[config.mk]
export PLATFORM = sky130hd
export DESIGN_NAME = sub_divider_ctrl
export DESIGN_NICKNAME = d
export VERILOG_FILES = /design/src/rtl/sub_divider_ctrl.sv
export SDC_FILE = /design/constraint.sdc
export NUM_CORES = 1
export LEC_CHECK = 0
export ABC_AREA = 1
export CAP_MARGIN = 30
export CORE_MARGIN = 1
export CORE_UTILIZATION = 50
export CTS_CLUSTER_SIZE = 14
export DETAILED_ROUTE_END_ITERATION = 8
export GPL_ROUTABILITY_DRIVEN = 1
export GPL_TIMING_DRIVEN = 0
export PLACE_DENSITY = 0.7
export SYNTH_ARGS = -nofsm -noshare
export SYNTH_HDL_FRONTEND = slang
export SYNTH_SLANG_ARGS = --single-unit
[constraint.sdc]
create_clock -name clk -period 8.65 [get_ports clk]
set_clock_uncertainty 0.1 [all_clocks]
set_input_delay 1.73 -clock clk [delete_from_list [all_inputs] [get_ports clk]]
set_output_delay 1.73 -clock clk [all_outputs]
set_load 0.005 [all_outputs]
[src/rtl/sub_divider_ctrl.sv]
// ---------------------------------------------------------------------------
// sub_divider_ctrl
//   Iterative restoring divider. One quotient bit is produced per cycle by a
//   single shared WIDTH+1 bit subtractor: the partial remainder is shifted
//   left with the next dividend bit, the divisor is subtracted, and the sign
//   of the difference decides whether the difference is kept (quotient bit 1)
//   or the shifted remainder is restored (quotient bit 0).
//
//   Optional feature macro: DIV_SIGNED_EN
//     When defined, an is_signed input is added. Signed operands are turned
//     into magnitudes at accept, and an extra FIX state restores the signs
//     (quotient negated if operand signs differ, remainder follows dividend).
//
// Ports
//   clk          rising-edge clock
//   rst          asynchronous active-high reset
//   start        request, sampled only in IDLE
//   dividend     numerator, sampled with an accepted start
//   divisor      denominator, sampled with an accepted start
//   is_signed    (DIV_SIGNED_EN only) signed operation, sampled with start
//   busy         high whenever the FSM is not IDLE
//   done         one-cycle pulse, results valid
//   quotient     registered result, held until the next result
//   remainder    registered result, held until the next result
//   div_by_zero  registered flag, set on a divide-by-zero request, cleared
//                by the next accepted start with a non-zero divisor
//   dbg_state    current FSM state (0 IDLE, 1 RUN, 2 DONE, 3 FIX)
//
// Handshake: start is a level request; it is accepted on the rising edge
// where the FSM is IDLE and start=1. Starts seen while busy are dropped.
// done pulses for one cycle once the results are in quotient/remainder.
// ---------------------------------------------------------------------------
module sub_divider_ctrl #(
  parameter int WIDTH = 32
) (
  input  logic             clk,
  input  logic             rst,
  input  logic             start,
  input  logic [WIDTH-1:0] dividend,
  input  logic [WIDTH-1:0] divisor,
`ifdef DIV_SIGNED_EN
  input  logic             is_signed,
`endif
  output logic             busy,
  output logic             done,
  output logic [WIDTH-1:0] quotient,
  output logic [WIDTH-1:0] remainder,
  output logic             div_by_zero,
  output logic [1:0]       dbg_state
);

  localparam int CNT_W = (WIDTH > 1) ? $clog2(WIDTH) : 1;

  typedef enum logic [1:0] {
    S_IDLE = 2'd0,
    S_RUN  = 2'd1,
    S_DONE = 2'd2,
    S_FIX  = 2'd3
  } state_t;

  state_t             state_q, state_d;
  logic [CNT_W-1:0]   cnt_q;
  logic [WIDTH-1:0]   dvd_q;      // remaining dividend bits, MSB first
  logic [WIDTH-1:0]   dvs_q;      // divisor magnitude
  logic [WIDTH-1:0]   rem_q;      // partial remainder
  logic [WIDTH-1:0]   quo_q;      // partial quotient
  logic [WIDTH-1:0]   quotient_q, remainder_q;
  logic               dz_q, done_q;

  logic               accept, dvs_zero;
  logic [WIDTH-1:0]   dvd_mag, dvs_mag;
  logic [WIDTH:0]     sub_a, sub_b, sub_res;
  logic               sgn;

`ifdef DIV_SIGNED_EN
  logic               fix_q;      // current operation needs the FIX state
  logic               neg_quo_q;  // operand signs differ
  logic               neg_rem_q;  // dividend was negative
`endif

  assign accept   = (state_q == S_IDLE) && start;
  assign dvs_zero = (divisor == '0);

  // Operand magnitudes captured at accept
  always_comb begin
    dvd_mag = dividend;
    dvs_mag = divisor;
`ifdef DIV_SIGNED_EN
    if (is_signed && dividend[WIDTH-1]) dvd_mag = -dividend;
    if (is_signed && divisor[WIDTH-1])  dvs_mag = -divisor;
`endif
  end

  // Shared subtractor. The remainder is always < divisor, so the shifted
  // value fits WIDTH+1 bits and the MSB of the difference is a clean sign.
  assign sub_a   = {rem_q, dvd_q[WIDTH-1]};
  assign sub_b   = {1'b0, dvs_q};
  assign sub_res = sub_a - sub_b;
  assign sgn     = sub_res[WIDTH];

  // State register
  always_ff @(posedge clk or posedge rst) begin
    if (rst) state_q <= S_IDLE;
    else     state_q <= state_d;
  end

  // Next-state logic
  always_comb begin
    state_d = state_q;
    case (state_q)
      S_IDLE: begin
        if (start) state_d = dvs_zero ? S_DONE : S_RUN;
      end
      S_RUN: begin
        if (cnt_q == '0) begin
`ifdef DIV_SIGNED_EN
          state_d = fix_q ? S_FIX : S_DONE;
`else
          state_d = S_DONE;
`endif
        end
      end
      S_FIX:   state_d = S_DONE;
      S_DONE:  state_d = S_IDLE;
      default: state_d = S_IDLE;
    endcase
  end

  // Outputs
  always_comb begin
    busy      = (state_q != S_IDLE);
    dbg_state = state_q;
  end

  assign done        = done_q;
  assign quotient    = quotient_q;
  assign remainder   = remainder_q;
  assign div_by_zero = dz_q;

  // Datapath
  always_ff @(posedge clk or posedge rst) begin
    if (rst) begin
      cnt_q       <= '0;
      dvd_q       <= '0;
      dvs_q       <= '0;
      rem_q       <= '0;
      quo_q       <= '0;
      quotient_q  <= '0;
      remainder_q <= '0;
      dz_q        <= 1'b0;
      done_q      <= 1'b0;
`ifdef DIV_SIGNED_EN
      fix_q       <= 1'b0;
      neg_quo_q   <= 1'b0;
      neg_rem_q   <= 1'b0;
`endif
    end else begin
      // done follows the DONE state by one edge, so it rises together with
      // the freshly loaded result registers.
      done_q <= (state_q == S_DONE);
      case (state_q)
        S_IDLE: begin
          if (accept) begin
            if (dvs_zero) begin
              quo_q <= '1;
              rem_q <= dividend;
              dz_q  <= 1'b1;
`ifdef DIV_SIGNED_EN
              fix_q <= 1'b0;
`endif
            end else begin
              dvd_q <= dvd_mag;
              dvs_q <= dvs_mag;
              rem_q <= '0;
              quo_q <= '0;
              cnt_q <= CNT_W'(WIDTH - 1);
              dz_q  <= 1'b0;
`ifdef DIV_SIGNED_EN
              fix_q     <= is_signed;
              neg_quo_q <= is_signed && (dividend[WIDTH-1] ^ divisor[WIDTH-1]);
              neg_rem_q <= is_signed && dividend[WIDTH-1];
`endif
            end
          end
        end
        S_RUN: begin
          dvd_q <= dvd_q << 1;
          quo_q <= {quo_q[WIDTH-2:0], ~sgn};
          rem_q <= sgn ? sub_a[WIDTH-1:0] : sub_res[WIDTH-1:0];
          if (cnt_q != '0) cnt_q <= cnt_q - 1'b1;
        end
`ifdef DIV_SIGNED_EN
        S_FIX: begin
          if (neg_quo_q) quo_q <= -quo_q;
          if (neg_rem_q) rem_q <= -rem_q;
        end
`endif
        S_DONE: begin
          quotient_q  <= quo_q;
          remainder_q <= rem_q;
        end
        default: ;
      endcase
    end
  end

endmodule

# Yosys cells after proc, flatten, opt, wreduce, memory -nomap -nowiden
# Index checks and enable logic that the tools add are counted.
# op_classes
add_sub_neg,2
n_eq_ne,8
muxes,19
bitwise,2
reduce_logical,13
# ops
operator,count
32-bit two-way mux,7
32-bit one-hot mux with 2 select lines,3
33-bit by 32-bit subtractor with 33-bit output,1
32-bit logical NOT,1
5-bit two-way mux,3
"2-bit inequality test, second input constant",5
5-bit one-hot mux with 2 select lines,1
2-bit one-hot mux with 4 select lines,1
2-bit two-way mux,3
2-bit AND reduction,3
3-bit AND reduction,2
5-bit logical NOT,1
5-bit nonzero test,1
"5-bit by 1-bit subtractor with 5-bit output, second input constant",1
"2-bit equality test, second input constant",2
4-bit AND reduction,1
2-bit nonzero test,2
"2-bit by 1-bit equality test with 1-bit output, second input constant",1
2-bit logical NOT,1
1-bit NOT,2
1-bit logical AND,1
1-bit two-way mux,1
# word_totals
reg_bits,201
word_cells,54

# Logic depth before layout (Yosys ltp)
# Gate-level depths: netlist of run 1.
# logic_depth
word_depth,4
ltp_mapped,19
depth_no_buf,18

# Worst setup path before layout of run 1
# OpenSTA, ideal clock, no wires.
# synth_path
kind,input-to-reg
from,in divisor[25]
to,reg rem_q[26]
setup_time_ns,0.073
arrival_time_ns,2.944
t_required_ns,8.477
path_slack_ns,5.533
cell_stages,8
path_buffers,1
cell_sequence,nor4_1 nand4_1 nor2_1 nand2_1 nand2_2 buf_1 o21ai_0 a21oi_2
# synth_via
elab_chain_len,4
# synth_lines
element,line_no,source
"start, declared",40,"input logic [WIDTH-1:0] divisor,"
32-bit logical NOT,82,assign dvs_zero = (divisor == '0);
32-bit two-way mux,164,if (dvs_zero) begin
32-bit two-way mux,163,if (accept) begin
32-bit one-hot mux with 2 select lines,161,case (state_q)
"end signal, assigned",166,rem_q <= dividend;
"end signal, assigned",189,rem_q <= sgn ? sub_a[WIDTH-1:0] : sub_res[WIDTH-1:0];
"end, declared",65,logic [WIDTH-1:0] rem_q;
# Every way passes these cells. The select of a mux whose other input is x is not followed.
# A chain may end at the register's enable or synchronous reset.

# Worst setup path in the final report of run 1
# layout_path
from,in divisor[1]
to,reg rem_q[26]
# The elaborated chain is that of the path after synthesis.

==> flow_summary_export.csv, run 1 <==
group,metric,value,unit
synth,synth_xor_area_share,1.15,%
clock_tree,clock_latency,0.52,ns
synth,synth_top_family_by_area,"simple AND/OR/NAND/NOR gates",
setup_path,required,8.99,ns
floorplan,die_h,153,um
cells_and_area,area_growth,21.8,%
sta,drv_slew,0,
synth,synthAdderAreaFrac,3.91,%
synth,synth.net_count,1685,
drt,drt_wl_total,33.9,mm
sta,slew-limit-headroom,32.3,%
floorplan,row_count,54,
clock_tree,cts_tree,"built",
drt,drtPass1Iterations,5,
floorplan,coreArea,22100,um2
drt,avgViaCountPerCell,5.26,
global_route,grt_pass1_wl,54.2,mm
drt,route.detailed.drc,0,
sta,final.period_utilization,55.4,%
drt,ant_nets,0,
synth,synth_top_cell_by_area,"dfrtp_1",
sta,max_freq,209,MHz
sta,period_needed,4.79,ns
cells_and_area,final_layout_size_suffix_gt1_share,4.61,%
synth,ys_types,35,
clock_tree,post_cts_buffers,0,
placement,dp_slack,3.48,ns
pwr,vdd_drop_max,0.000279,V
drt,vias,10718,
floorplan,die_w,153,um
synth,synthCells,1583,
synth,ys_seq_area_share,44.2,%
clock_tree,clk_pin_slew,0.06,ns
drt,wire_per_inst,16.6,um
cells_and_area,multi_input_area,4980,um2
placement,dp_hpwl,25.9,mm
setup_path,start_kind,"input pin",
drt,drt_iter0_markers,869,
sta,hold_viol,0,
global_route,track_usage,29.5,%
cells_and_area,fillers,2051,
floorplan,start_util,51.5,%
clock_tree,cts_sinks,201,
pwr,leakagePower,7.23,nW
clock_tree,clk_path_buf_depth,3,
setup_path,cp_max_fo,10,
synth,synth_compound_area_share,14.7,%
clock_tree,cts_resized,0,
run,drv_cap,0,
status,status,"complete, no violations",
clock_tree,cts_htree_levels,1,
clock_tree,ctsRootBufferMaster,"clkbuf_16",
global_route,antenna_found_initial,1,
synth,syn_area,11400,um2
synth,synthMuxAreaShare,0,%
sta,grt_setup_unrepaired,"no",
clock_tree,numCtsBuffers,22,
sta,hold_ws,0.384,ns
cells_and_area,area.sequential,5030,um2
clock_tree,cts_hold_buf,0,
setup_path,crit_type,"in -> reg",
synth,synth_top_area_share,44.2,%
synth,synth_warnings,0,
synth,ys_ff_latch,201,
global_route,grt_pass1_vias,10372,
synth,synthSimpleGateAreaFrac,23.9,%
global_route,grt_overflow,0,
placement,gp_congestion,0.980,
setup_path,r2r_setup_slack,5.84,ns
worst_hold_path,hold_path_class,"reg -> reg",
pwr,powerDensity,481,nW/um2
synth,synth_area_leaders,"dfrtp_1, nand2_1, inv_1, o21ai_0, ha_1",
setup_path,slowest_stage,"nor4_1",
floorplan,io_pins,136,
setup_path,cpPeakStageDelay,0.86,ns
floorplan,dieArea,23400,um2
setup_path,crit_path_end_kind,"flip-flop",
setup_path,crit_chain,"clkdlybuf4s50_1 > nor4_1 > nand4_1 > nor2_1 > nand2_1 > nand2_2 > buf_1 > o21ai_0 > a21oi_2",
setup_path,crit_arrival,5.14,ns
sta,max_slew.worst_pin.slew,1.01,ns
global_route,grt_max_degree,131,
placement,port_buffers,135,
sta,setup_viol,0,
sta,worst_slack,3.86,ns
cells_and_area,finalNetCount,1845,
synth,syn_area_per_cell,7.19,um2
-- state kept, by name, indices dropped and copies added, names as in the netlist --
name         count
quotient        32
dvd_q           32
div_by_zero      1
rem_q           32
remainder       32
cnt_q            5
dvs_q           32
quo_q           32
done             1
dbg_state        2
-- worst max-delay path: cells and delay by family --
family | cells | cell delay, ns
and+or+nand+nor | 5 | 2.07
buffers and inverters | 2 | 0.85
AOI/OAI and AO/OA | 2 | 0.47
-- cells in the final DEF (no fill, tap or decap), drive strengths merged, types with 2 or more instances in the layout --
| master | instances |
|---|---|
| a22oi | 2 |
| nor2 | 56 |
| a21o | 4 |
| clkdlybuf4s50 | 135 |
| a21boi | 25 |
| nand3 | 67 |
| xor2 | 12 |
| nor4 | 8 |
| nand3b | 4 |
| xnor2 | 3 |
| inv | 288 |
| clkinv | 4 |
| clkbuf | 75 |
| ha | 34 |
| o21ai | 196 |
| buf | 21 |
| dfrtp | 201 |
| nand4 | 10 |
| bufinv | 2 |
| o21bai | 3 |
| nand2 | 517 |
| a21oi | 85 |
-- path summary, 6_finish.rpt --
kind                              start             to  cells after the start
max                          divisor[1]      rem_q[26]                      9
min                        quotient[18]   quotient[18]                      2
max reg2reg                   dvd_q[31]      rem_q[25]                     18
min reg2reg                quotient[18]   quotient[18]                      2
max in group asynchronous           rst  remainder[15]                      3
min in group asynchronous           rst    quotient[9]                      2
-- Yosys cell counts --
cell type  count
inv_1        285
o21ai_1       10
nand2_2        9
nor4_1         8
buf_1          2
nand2_1      504
buf_6          5
nor2_1        51
dfrtp_1      201
and2_1         1
a31oi_1        1
a21o_1         4
buf_8          1
or2_2          1
nand2_4        4
xnor2_1        3
nor2_4         1
nand3_2        1
a21oi_2        3
ha_1          34
nand4_1       10
inv_2          3
a22oi_1        2
nand3b_1       4
o21ai_0      186
nor2_2         4
clkbuf_1      43
fa_1           1
xor2_1        12
nor3_1         1
a21oi_1       82
nand3_1       66
o21bai_1       3
buf_2         12
a21boi_1      25
-- layout make-up --
| type | instances | share of cell area [%] |
|---|---|---|
| well taps | 280 | 2.53 |
| plain buffers | 63 | 2.16 |
| multi-input cells | 1031 | 35.9 |
| clock buffers | 32 | 4.67 |
| inverters | 288 | 7.85 |
| repair buffers | 136 | 9.94 |
| clock inverters | 7 | 0.712 |
| diodes | 1 | 0.0180 |
| flip-flops and latches | 201 | 36.3 |
-- stage by stage --
stage	power (mW)	util [%]	instance area (um2)	instances	setup TNS (ns)
after global placement	5.58	59.2	13100	1998	-266.55
final	6.67	62.8	13900	2039	0
after detailed placement	5.64	59.4	13100	1999	0
after floorplan	4.34	-	11400	1583	0
after CTS	6.65	62.8	13900	2038	0
after global routing	7.26	62.8	13900	2039	0
-- metal layers --
layer  share of wire [%]  GRT usage, %
met1                  47          42.5
met2                  44          46.7
met3                 5.5          3.43
met4                 3.1          9.14
met5                   0             0
-- cells by family (layout without fill, tap and decap cells) --
| group | Yosys count | after routing |
|---|---|---|
| flip-flops | 201 | 201 |
| adder cells (fa/ha/maj) | 35 | 35 |
| buffers and inverters | 351 | 526 |
| AO/OA/AOI/OAI | 316 | 316 |
| AND/OR/NAND/NOR | 665 | 665 |
| XOR/XNOR | 15 | 15 |
| other | 0 | 1 |
-- where the power goes --
group / total, mW / internal, mW / switching (mW) / leakage, nW
Sequential: 1.61 / 1.39 / 0.221 / 2.51
Clock: 0.971 / 0.580 / 0.391 / 0.366
Combinational: 4.09 / 1.45 / 2.63 / 4.36
Total: 6.67 / 3.43 / 3.25 / 7.23
Note: power is estimated with default switching activity, not from simulation.
==> inputs of run 2 (changes only) <==
- PLACE_DENSITY: 0.7 -> 0.73
- clock period: 8.65 -> 4 ns (I/O delays scaled with it)
==> run 2 against run 1 <==
Against the previous run: via count is 1.0% lower; die area unchanged; sequential cell count is the same; register-to-register slack lost 4.8 ns; final cell count increased by 0.20%; combinational power grew 120%; hold slack got worse by 0.0040 ns; global-route usage rose by 0.28 points; clock power up 120%; sequential share of layout area is 0.22 points lower; total power is 120% higher; worst setup slack worse by 3.3 ns.
==> flow_summary_export.csv, run 2 (synthesis results as in run 1) <==
group,metric,value,unit
drt,drt_wl_total,33.8,mm
global_route,antenna_found_initial,2,
floorplan,row_count,54,
placement,placed_cell_area,13200,um2
sta,grt_setup_unrepaired,"no",
status,status,"complete, no violations",
pwr,vdd_drop_max,0.000461,V
drt,vias,10609,
pwr,p_sw,7.02,mW
global_route,grt_overflow,0,
sta,final.period_utilization,86.6,%
drt,ant_nets,0,
floorplan,die_w,153,um
clock_tree,clock_latency,0.52,ns
setup_path,crit_arrival,3.80,ns
placement,gp_congestion,0.957,
drt,wire_per_inst,16.5,um
cells_and_area,finalNetCount,1849,
setup_path,cp_max_fo,10,
global_route,grt_pass1_wl,54.8,mm
global_route,grt_pass1_vias,10338,
floorplan,dieArea,23400,um2
cells_and_area,area_growth,22.6,%
clock_tree,cts_sinks,201,
setup_path,start_kind,"input pin",
sta,hold_viol,0,
drt,route.detailed.drc,0,
pwr,leakagePower,7.26,nW
pwr,seqPwrFrac,24.1,%
cells_and_area,fin_area,14000,um2
pwr,powerDensity,1040,nW/um2
clock_tree,cts_resized,0,
cells_and_area,final_layout_size_suffix_gt1_share,4.94,%
pwr,p_comb_share,61.4,%
clock_tree,ctsRootBufferMaster,"clkbuf_16",
placement,dp_hpwl,26.4,mm
setup_path,crit_path_end_kind,"flip-flop",
sta,drv_slew,0,
cells_and_area,layout_commonest_cell,"nand2_1",
sta,max_slew.worst_pin.slew,0.942,ns
clock_tree,post_cts_buffers,0,
cells_and_area,fillers,1995,
floorplan,io_pins,136,
cells_and_area,layout_common_cells,"nand2_1, inv_1, dfrtp_1",
placement,port_buffers,135,
sta,setup_tns,0,ns
drt,drtPass1Iterations,6,
floorplan,coreArea,22100,um2
global_route,track_usage,29.8,%
sta,max_freq,289,MHz
drt,avgViaCountPerCell,5.19,
run,drv_cap,0,
setup_path,crit_type,"in -> reg",
sta,hold_ws,0.380,ns
cells_and_area,fin_util,63.2,%
clock_tree,clk_path_buf_depth,3,
worst_hold_path,hold_path_class,"reg -> reg",
floorplan,die_h,153,um
pwr,p_int,7.44,mW
clock_tree,cts_htree_levels,1,
setup_path,required,4.33,ns
pwr,total_power,14.5,mW
global_route,grt_max_degree,43,
clock_tree,clk_pin_slew,0.06,ns
clock_tree,cts_tree,"built",
clock_tree,cts_hold_buf,0,
sta,setup_viol,0,
sta,period_needed,3.47,ns
pwr,p_sw_share,48.6,%
drt,drt_iter0_markers,837,
pwr,clkPwrFrac,14.5,%
floorplan,start_util,51.5,%
clock_tree,numCtsBuffers,22,
sta,slew-limit-headroom,37.2,%
run 2: cell type report:
| cell class | count | area (um2) | area share, % |
|---|---|---|---|
| antenna | 2 | 5.00 | 0.0359 |
| buffer | 63 | 300 | 2.15 |
| clock buffer | 31 | 654 | 4.69 |
| clock inverter | 7 | 98.8 | 0.708 |
| inverter | 288 | 1080 | 7.77 |
| multi-input combinational | 1031 | 4980 | 35.7 |
| sequential | 201 | 5030 | 36.0 |
| tap | 280 | 350 | 2.51 |
| timing repair buffer | 140 | 1450 | 10.4 |
run 2: through the flow:
| stage | setup WS, ns | std cells |
|---|---|---|
| floorplan | 0.498 | 1583 |
| global placement | -1.09 | 1998 |
| detailed placement | -0.258 | 2003 |
| CTS | 0.272 | 2041 |
| global route | 0.343 | 2043 |
| finish | 0.534 | 2043 |
run 2: path summary, 6_finish.rpt:
kind / startpoint / endpoint / slack [ns] / cells past startpoint
worst max-delay path: divisor[0] / rem_q[1] / 0.53 / 9
worst min-delay path: remainder[18] / remainder[18] / 0.38 / 2
worst max register to register: dvd_q[31] / rem_q[4] / 1.07 / 18
worst min register to register: remainder[18] / remainder[18] / 0.38 / 2
max in group asynchronous: rst / remainder[6] / 2.25 / 5
min in group asynchronous: rst / remainder[28] / 0.48 / 2
run 2: metal layers:
layer | vias to the layer above | GRT usage [%] | wire length (um)
met1 | 4956 | 42.3 | 15500
met3 | 56 | 4.05 | 2100
li1 | 5255 | - | -
met4 | 0 | 7.79 | 838
met5 | - | 0 | 0
met2 | 342 | 48.1 | 15300
run 2: power groups by stage:
| stage | Sequential [mW] | Combinational [mW] | Clock, mW |
|---|---|---|---|
| detailed placement | 3.50 | 8.72 | 0 |
| CTS | 3.48 | 8.82 | 2.13 |
| global route | 3.58 | 9.98 | 2.22 |
| finish | 3.48 | 8.88 | 2.10 |
| floorplan | 3.41 | 5.97 | 0 |
| global placement | 3.47 | 8.57 | 0 |
run 2: worst max-delay path, stage by stage:
cell and delay, ns:
clkdlybuf4s50_1 0.44, nor4_2 0.60, nand4_1 0.26, nor2_1 0.35, nand2_1 0.17, nand2_2 0.26
buf_1 0.40, o21ai_0 0.31, a21boi_1 0.21
